--- config.mk ---
export PLATFORM = sky130hd
export DESIGN_NAME = instr_fetch_unit
export DESIGN_NICKNAME = d
export VERILOG_FILES = /design/src/rtl/instr_fetch_unit.sv
export SDC_FILE = /design/constraint.sdc
export NUM_CORES = 1
export LEC_CHECK = 0
export ABC_CLOCK_PERIOD_IN_PS = 6350
export BUFFER_PORTS_ARGS = -buffer_cell sky130_fd_sc_hd__buf_4
export CAP_MARGIN = 10
export CORE_UTILIZATION = 50
export DETAILED_ROUTE_END_ITERATION = 7
export PLACE_DENSITY = 0.77
export SYNTH_ARGS = -nofsm -noshare
export SYNTH_HDL_FRONTEND = slang
export SYNTH_SLANG_ARGS = --single-unit
--- constraint.sdc ---
create_clock -name CLK -period 6.35 [get_ports CLK]
set_input_delay 1.27 -clock CLK [delete_from_list [all_inputs] [get_ports CLK]]
set_output_delay 1.27 -clock CLK [all_outputs]
set_load 0.02 [all_outputs]
--- src/rtl/instr_fetch_unit.sv ---
//------------------------------------------------------------------------------
// instr_fetch_unit
//
// Purpose:
//   Instruction-fetch stage with an IF/ID pipeline register. It accepts one
//   fetch address per transaction from the PC stage, issues a single-word read
//   to instruction memory, and waits out any busywait cycles. The returned word
//   is then either delivered to IF/ID or parked in a hold register while the
//   hazard unit stalls. A taken branch or jump (FLUSH) kills whatever is in
//   flight or held, and bubbles the IF/ID register.
//
// Ports:
//   CLK            in   1   clock; all state updates on the rising edge
//   RESET          in   1   asynchronous, active-high reset
//   PC_IN          in  32   fetch address offered by the PC stage
//   PC_STALL       out  1   1 = PC stage must hold PC_IN; 0 only on accept
//   STALL          in   1   hazard-unit stall; freezes the IF/ID outputs
//   FLUSH          in   1   branch/jump taken; kills in-flight/held work
//   IMEM_READ      out  1   instruction-memory read request
//   IMEM_ADDR      out 30   word address (PC[31:2]) of the accepted fetch
//   IMEM_READDATA  in  32   instruction word, valid when IMEM_BUSYWAIT is low
//   IMEM_BUSYWAIT  in   1   memory not ready
//   INSTR_OUT      out 32   IF/ID instruction
//   PC_OUT         out 32   IF/ID fetch address
//   PC4_OUT        out 32   IF/ID fetch address + 4 (wraps modulo 2^32)
//   VALID_OUT      out  1   IF/ID holds a real pipeline entry
//   MISALIGN_OUT   out  1   IF/ID entry came from a PC with PC[1:0] != 0
//------------------------------------------------------------------------------
module instr_fetch_unit #(
   parameter logic [31:0] NOP_INSTR = 32'h00000013
) (
   input  logic        CLK,
   input  logic        RESET,
   input  logic [31:0] PC_IN,
   output logic        PC_STALL,
   input  logic        STALL,
   input  logic        FLUSH,
   output logic        IMEM_READ,
   output logic [29:0] IMEM_ADDR,
   input  logic [31:0] IMEM_READDATA,
   input  logic        IMEM_BUSYWAIT,
   output logic [31:0] INSTR_OUT,
   output logic [31:0] PC_OUT,
   output logic [31:0] PC4_OUT,
   output logic        VALID_OUT,
   output logic        MISALIGN_OUT
);

   // FSM encoding
   localparam logic [1:0] IDLE = 2'd0;  // ready to accept a new PC
   localparam logic [1:0] WAIT = 2'd1;  // memory read outstanding
   localparam logic [1:0] HOLD = 2'd2;  // word parked, waiting for STALL=0

   //---------------------------------------------------------------------------
   // Fetch-side state
   //---------------------------------------------------------------------------
   logic [1:0]  state_reg,         state_next;
   logic [31:0] addr_reg,          addr_next;
   logic [31:0] hold_instr_reg,    hold_instr_next;
   logic        hold_misalign_reg, hold_misalign_next;
   logic        kill_reg,          kill_next;

   //---------------------------------------------------------------------------
   // IF/ID pipeline register
   //---------------------------------------------------------------------------
   logic [31:0] instr_reg,    instr_next;
   logic [31:0] pc_reg,       pc_next;
   logic [31:0] pc4_reg,      pc4_next;
   logic        valid_reg,    valid_next;
   logic        misalign_reg, misalign_next;

   // Delivery request from the FSM to the IF/ID register for this edge.
   logic        load_en;
   logic [31:0] load_instr;
   logic        load_misalign;

   logic        pc_in_misaligned;
   logic        accept;

   assign pc_in_misaligned = (PC_IN[1:0] != 2'b00);
   assign accept           = (state_reg == IDLE) && !STALL && !FLUSH;

   //---------------------------------------------------------------------------
   // Combinational outputs toward the PC stage and the memory
   //---------------------------------------------------------------------------
   // Outside IDLE the unit is busy with one transaction, so the PC stage is
   // always held. In IDLE the PC is consumed exactly when it is accepted.
   assign PC_STALL  = (state_reg == IDLE) ? (STALL | FLUSH) : 1'b1;

   // The request is a pure function of the state and the latched address, so
   // it stays stable for the whole access and drops the cycle after
   // completion (or immediately on reset).
   assign IMEM_READ = (state_reg == WAIT);
   assign IMEM_ADDR = addr_reg[31:2];

   //---------------------------------------------------------------------------
   // FSM next-state logic
   //---------------------------------------------------------------------------
   always_comb begin
      state_next         = state_reg;
      addr_next          = addr_reg;
      hold_instr_next    = hold_instr_reg;
      hold_misalign_next = hold_misalign_reg;
      kill_next          = kill_reg;
      load_en            = 1'b0;
      load_instr         = hold_instr_reg;
      load_misalign      = 1'b0;

      case (state_reg)
         IDLE: begin
            if (accept) begin
               addr_next = PC_IN;
               if (pc_in_misaligned) begin
                  // No memory access for a misaligned PC: park a NOP tagged
                  // as misaligned and deliver it through the HOLD path, so
                  // it reaches IF/ID with the same timing as a real fetch.
                  hold_instr_next    = NOP_INSTR;
                  hold_misalign_next = 1'b1;
                  state_next         = HOLD;
               end else begin
                  kill_next  = 1'b0;
                  state_next = WAIT;
               end
            end
         end

         WAIT: begin
            // A flush cannot abort the memory access, so it is remembered
            // and the returning word is thrown away.
            if (FLUSH) begin
               kill_next = 1'b1;
            end
            if (!IMEM_BUSYWAIT) begin
               kill_next = 1'b0;
               if (kill_reg || FLUSH) begin
                  state_next = IDLE;
               end else if (STALL) begin
                  hold_instr_next    = IMEM_READDATA;
                  hold_misalign_next = 1'b0;
                  state_next         = HOLD;
               end else begin
                  load_en       = 1'b1;
                  load_instr    = IMEM_READDATA;
                  load_misalign = 1'b0;
                  state_next    = IDLE;
               end
            end
         end

         HOLD: begin
            if (FLUSH) begin
               state_next = IDLE;
            end else if (!STALL) begin
               load_en       = 1'b1;
               load_instr    = hold_instr_reg;
               load_misalign = hold_misalign_reg;
               state_next    = IDLE;
            end
         end

         default: begin
            state_next = IDLE;
            kill_next  = 1'b0;
         end
      endcase
   end

   //---------------------------------------------------------------------------
   // IF/ID next-value logic
   //---------------------------------------------------------------------------
   // Priority: FLUSH bubble > new delivery > STALL freeze > plain bubble.
   // When nothing new arrives and decode is not stalled, VALID/MISALIGN drop
   // so the previous entry is not consumed twice; the instruction and PC
   // fields simply keep their last values.
   always_comb begin
      instr_next    = instr_reg;
      pc_next       = pc_reg;
      pc4_next      = pc4_reg;
      valid_next    = valid_reg;
      misalign_next = misalign_reg;

      if (FLUSH) begin
         instr_next    = NOP_INSTR;
         valid_next    = 1'b0;
         misalign_next = 1'b0;
      end else if (load_en) begin
         // A misaligned entry is marked valid so that it travels down the
         // pipeline and can raise the address-misaligned exception there.
         instr_next    = load_instr;
         pc_next       = addr_reg;
         pc4_next      = addr_reg + 32'd4;
         valid_next    = 1'b1;
         misalign_next = load_misalign;
      end else if (!STALL) begin
         valid_next    = 1'b0;
         misalign_next = 1'b0;
      end
   end

   //---------------------------------------------------------------------------
   // State registers
   //---------------------------------------------------------------------------
   always_ff @(posedge CLK or posedge RESET) begin
      if (RESET) begin
         state_reg         <= IDLE;
         addr_reg          <= 32'd0;
         hold_instr_reg    <= NOP_INSTR;
         hold_misalign_reg <= 1'b0;
         kill_reg          <= 1'b0;
      end else begin
         state_reg         <= state_next;
         addr_reg          <= addr_next;
         hold_instr_reg    <= hold_instr_next;
         hold_misalign_reg <= hold_misalign_next;
         kill_reg          <= kill_next;
      end
   end

   always_ff @(posedge CLK or posedge RESET) begin
      if (RESET) begin
         instr_reg    <= NOP_INSTR;
         pc_reg       <= 32'd0;
         pc4_reg      <= 32'd0;
         valid_reg    <= 1'b0;
         misalign_reg <= 1'b0;
      end else begin
         instr_reg    <= instr_next;
         pc_reg       <= pc_next;
         pc4_reg      <= pc4_next;
         valid_reg    <= valid_next;
         misalign_reg <= misalign_next;
      end
   end

   assign INSTR_OUT    = instr_reg;
   assign PC_OUT       = pc_reg;
   assign PC4_OUT      = pc4_reg;
   assign VALID_OUT    = valid_reg;
   assign MISALIGN_OUT = misalign_reg;

endmodule

==> summary.txt <==
Outcome
  – Result of the run: complete, no violations

Logic synthesis
  – Average instance area after synthesis: 10.7 µm²
  – Fraction of post-synthesis cell area in the top cell type by area: 0.538
  – Async set-or-reset flop fraction in the synthesized netlist: 1.00
  – Number of register bits inferred by synthesis: 164
  – Predominant post-synthesis flop cell: dfrtp_1
  – Most frequently used cell type in the post-synthesis netlist: dfrtp_1
  – Cell accounting for the most synthesized area: dfrtp_1
  – Number of warnings issued by yosys: 0
  – Synth cell count leaders: 158 x dfrtp_1, 138 x nand2_1, 60 x o21ai_0, 33 x buf_4, 31 x mux2_2
  – Mapped Cells: 686
  – Count of flip-flops with a built-in enable after synthesis: 0
  – Mapped Area: 0.00736 mm²
  – Sequential share of the synthesized area: 0.559
  – Synth cell types: 41
  – Mapped Nets: 759
  – Largest cells by area after synthesis: dfrtp_1 54%, nand2_1 7.0%, mux2_2 4.7%

Placement
  – Dpl hpwl: 11900 µm
  – Dpl cells: 1002
  – GP Congestion: 0.853
  – Buffers added on ports: 198

Route
  – Total Wirelength: 17500 µm
  – Number of vias in the routed layout: 5600
  – Drt initial violations: 452
  – Detailed-route wire length per cell: 17.0 µm
  – Number of nets still failing antenna checks after routing: 0
  – Iteration count of the initial detailed-routing pass: 5
  – Final routed DRC violation total: 0
  – Average vias per placed instance: 5.42

Timing
  – Final sum of negative setup slack: 0 ns
  – Unrepaired setup endpoints after global routing: no
  – Number of setup violations in the final report: 0
  – Least-Margin Pin Slew: 0.939 ns
  – Final count of hold timing violations: 0
  – Max_slew headroom: 0.374
  – Top achievable clock speed: 0.274 GHz
  – Final critical-path share of the clock period: 0.574
  – Final slew viol count: 0
  – Layout Skew: 0.00527 ns
  – Final Critical Period: 3.64 ns

Cells and area
  – Number of fillers in the final layout: 1076
  – Area of all sequential standard cells: 0.00411 mm²
  – Layout cells sized above 1: 0.336
  – Antenna diode count: 0
  – Area growth syn-to-layout: 26.7%
  – Area of the multi-input gates: 0.00281 mm²
  – Nets: 914
  – Count of non-filler cells in the finished layout: 1034

GRT
  – Busiest metal layer after global routing: met2
  – Fraction of met3 tracks used by global routing: 0.0747
  – Maximum number of pins on one net before global-route repair: 105
  – Antenna violations before repair: 0
  – Number of global-route vias before repair: 5584
  – Congestion Overflow GR: 0
  – Global-route usage over all layers: 0.242
  – Global-route wire length before repair: 28100 µm
  – Routing usage on met2: 0.394
  – Met1 layer usage reported by global route: 0.309

Power and ir drop
  – Total leakage power: 0.00444 µW
  – Peak ir drop on the vdd network: 0.201 mV
  – Areal power density over the cells: 459 mW/mm²

Critical path
  – CP Buf/Inv Count: 4
  – Critical Path AT: 2.37 ns
  – CP endpoint kind: primary output
  – Delay of the slowest critical-path stage: 0.43 ns
  – Type of the worst setup path: in -> out
  – Startpoint class of the critical path: input pin
  – Highest-delay cell along the critical path: buf_4
  – Required arrival time at the worst endpoint: 5.08 ns
  – Most common cell on crit path: buf_4
  – Highest net fanout along the worst path: 38
  – CP Cell Sequence: buf_4 > nor3_4 > buf_4 > inv_1 > buf_4
  – Cell class contributing the biggest share of worst-path delay: buffers and inverters

Floorplanning
  – Placeable Area: 0.0141 mm²
  – Initial core utilization: 0.522
  – Vertical die dimension: 123 µm
  – Site Rows: 43
  – I/O pin count: 199
  – Width of the die: 123 µm
  – Area enclosed by the die boundary: 0.0152 mm²

Worst hold path
  – Worst Hold Class: reg -> reg

Clock network
  – # hold bufs at CTS: 0
  – Cts bufs inserted: 17
  – Root Buffer Master: clkbuf_16
  – H-tree levels: 4
  – Number of buffers inserted by post-CTS setup repair: 0
  – Clock latency on the worst-skew pair: 0.42 ns
  – Sink count of the clock tree: 164
  – CTS tree: built
  – Post-CTS resize count: 0
  – Clock-pin slew of the registers on the worst-case setup and hold paths: 0.06 ns
  – Number of buffers on the longest clock path: 2

Run
  – Max-capacitance violation count: 0
[worst register-to-register path: stages, from the launching register on]
cell and delay [ns]:
dfrtp_1 0.37, inv_1 0.07, ha_1 0.25, nand2b_1 0.17, nor4_2 0.07, buf_4 0.22, o21ai_4 0.29, buf_4 0.65
o21ai_0 0.25
[cell type report]
cell class	instances	area share
inverters	10	0.00456
clock inverters	10	0.0113
repair buffers	207	0.167
clock buffers	22	0.0509
well taps	180	0.0242
multi-input cells	441	0.301
flip-flops and latches	164	0.441
[worst paths after layout]
kind                                                from                              to  slack [ns]  cells past startpoint
worst max-delay path                               FLUSH                        PC_STALL        2.71                      5
worst min-delay path              PC_OUT[30]$_DFFE_PP0P_          PC_OUT[30]$_DFFE_PP0P_        0.47                      2
worst max register to register  state_reg[1]$_DFFE_PP0P_         PC4_OUT[10]$_DFFE_PP0P_        3.85                      8
worst min register to register    PC_OUT[30]$_DFFE_PP0P_          PC_OUT[30]$_DFFE_PP0P_        0.47                      2
max in group asynchronous                          RESET           PC_OUT[5]$_DFFE_PP0P_        3.93                      3
min in group asynchronous                          RESET  hold_instr_reg[28]$_DFFE_PP0P_        1.02                      2
[cell families (layout without fill, tap and decap cells)]
| group | Yosys count | after routing | synth area share |
|---|---|---|---|
| buf+inv | 81 | 249 | 0.0631 |
| xor+xnor | 28 | 28 | 0.0333 |
| flops | 164 | 164 | 0.559 |
| simple gates | 237 | 237 | 0.157 |
| fa+ha+maj | 4 | 4 | 0.00680 |
| compound gates | 112 | 112 | 0.0937 |
| mux | 60 | 60 | 0.0869 |
[through the flow]
stage          hold WS [ns]  utilization  area (µm²)  setup WS, ns  total power, µW
6_report              0.473        0.661        9320          2.71             4280
5_1_grt               0.501        0.661        9320          2.63             4530
4_1_cts               0.479        0.661        9320          2.70             4310
3_5_place_dp          0.465        0.620        8740          2.70             3300
3_3_place_gp          0.458        0.620        8740          2.71             3240
2_1_floorplan         0.435            -        7360         0.657             2730
[routing by layer]
layer | routed length [µm] | vias to the layer above
met4 | 216 | 0
met5 | 0 | -
li1 | - | 2628
met1 | 7140 | 2774
met2 | 8770 | 178
met3 | 1430 | 20
[power by group]
part	total [µW]	switching [µW]	leakage, µW	internal (µW)
Clock	999	393	0.000285	605
Sequential	1700	332	0.00212	1360
Combinational	1590	902	0.00204	683
Total	4280	1630	0.00444	2650
[layout by cell type (no fill, tap or decap), drive strengths merged]
| cell | netlist | routed |
|---|---|---|
| a21oi | 12 | 12 |
| a22o | 29 | 29 |
| a31oi | 1 | 1 |
| and2 | 4 | 4 |
| and3 | 7 | 7 |
| and4 | 4 | 4 |
| buf | 55 | 207 |
| bufinv | 0 | 2 |
| clkbuf | 16 | 22 |
| clkinv | 0 | 6 |
| clkinvlp | 0 | 2 |
| dfrtp | 158 | 158 |
| dfstp | 6 | 6 |
| ha | 4 | 4 |
| inv | 10 | 10 |
| mux2 | 31 | 31 |
| mux2i | 29 | 29 |
| nand2 | 138 | 138 |
| nand2b | 2 | 2 |
| nand3 | 15 | 15 |
| nand3b | 29 | 29 |
| nand4 | 6 | 6 |
| nor2 | 12 | 12 |
| nor2b | 2 | 2 |
| nor3 | 10 | 10 |
| nor4 | 7 | 7 |
| o21a | 1 | 1 |
| o21ai | 66 | 66 |
| o22ai | 1 | 1 |
| o31ai | 1 | 1 |
| o32a | 1 | 1 |
| or4 | 1 | 1 |
| xnor2 | 11 | 11 |
| xor2 | 17 | 17 |
No activity file was read; power rests on OpenSTA's default activity.
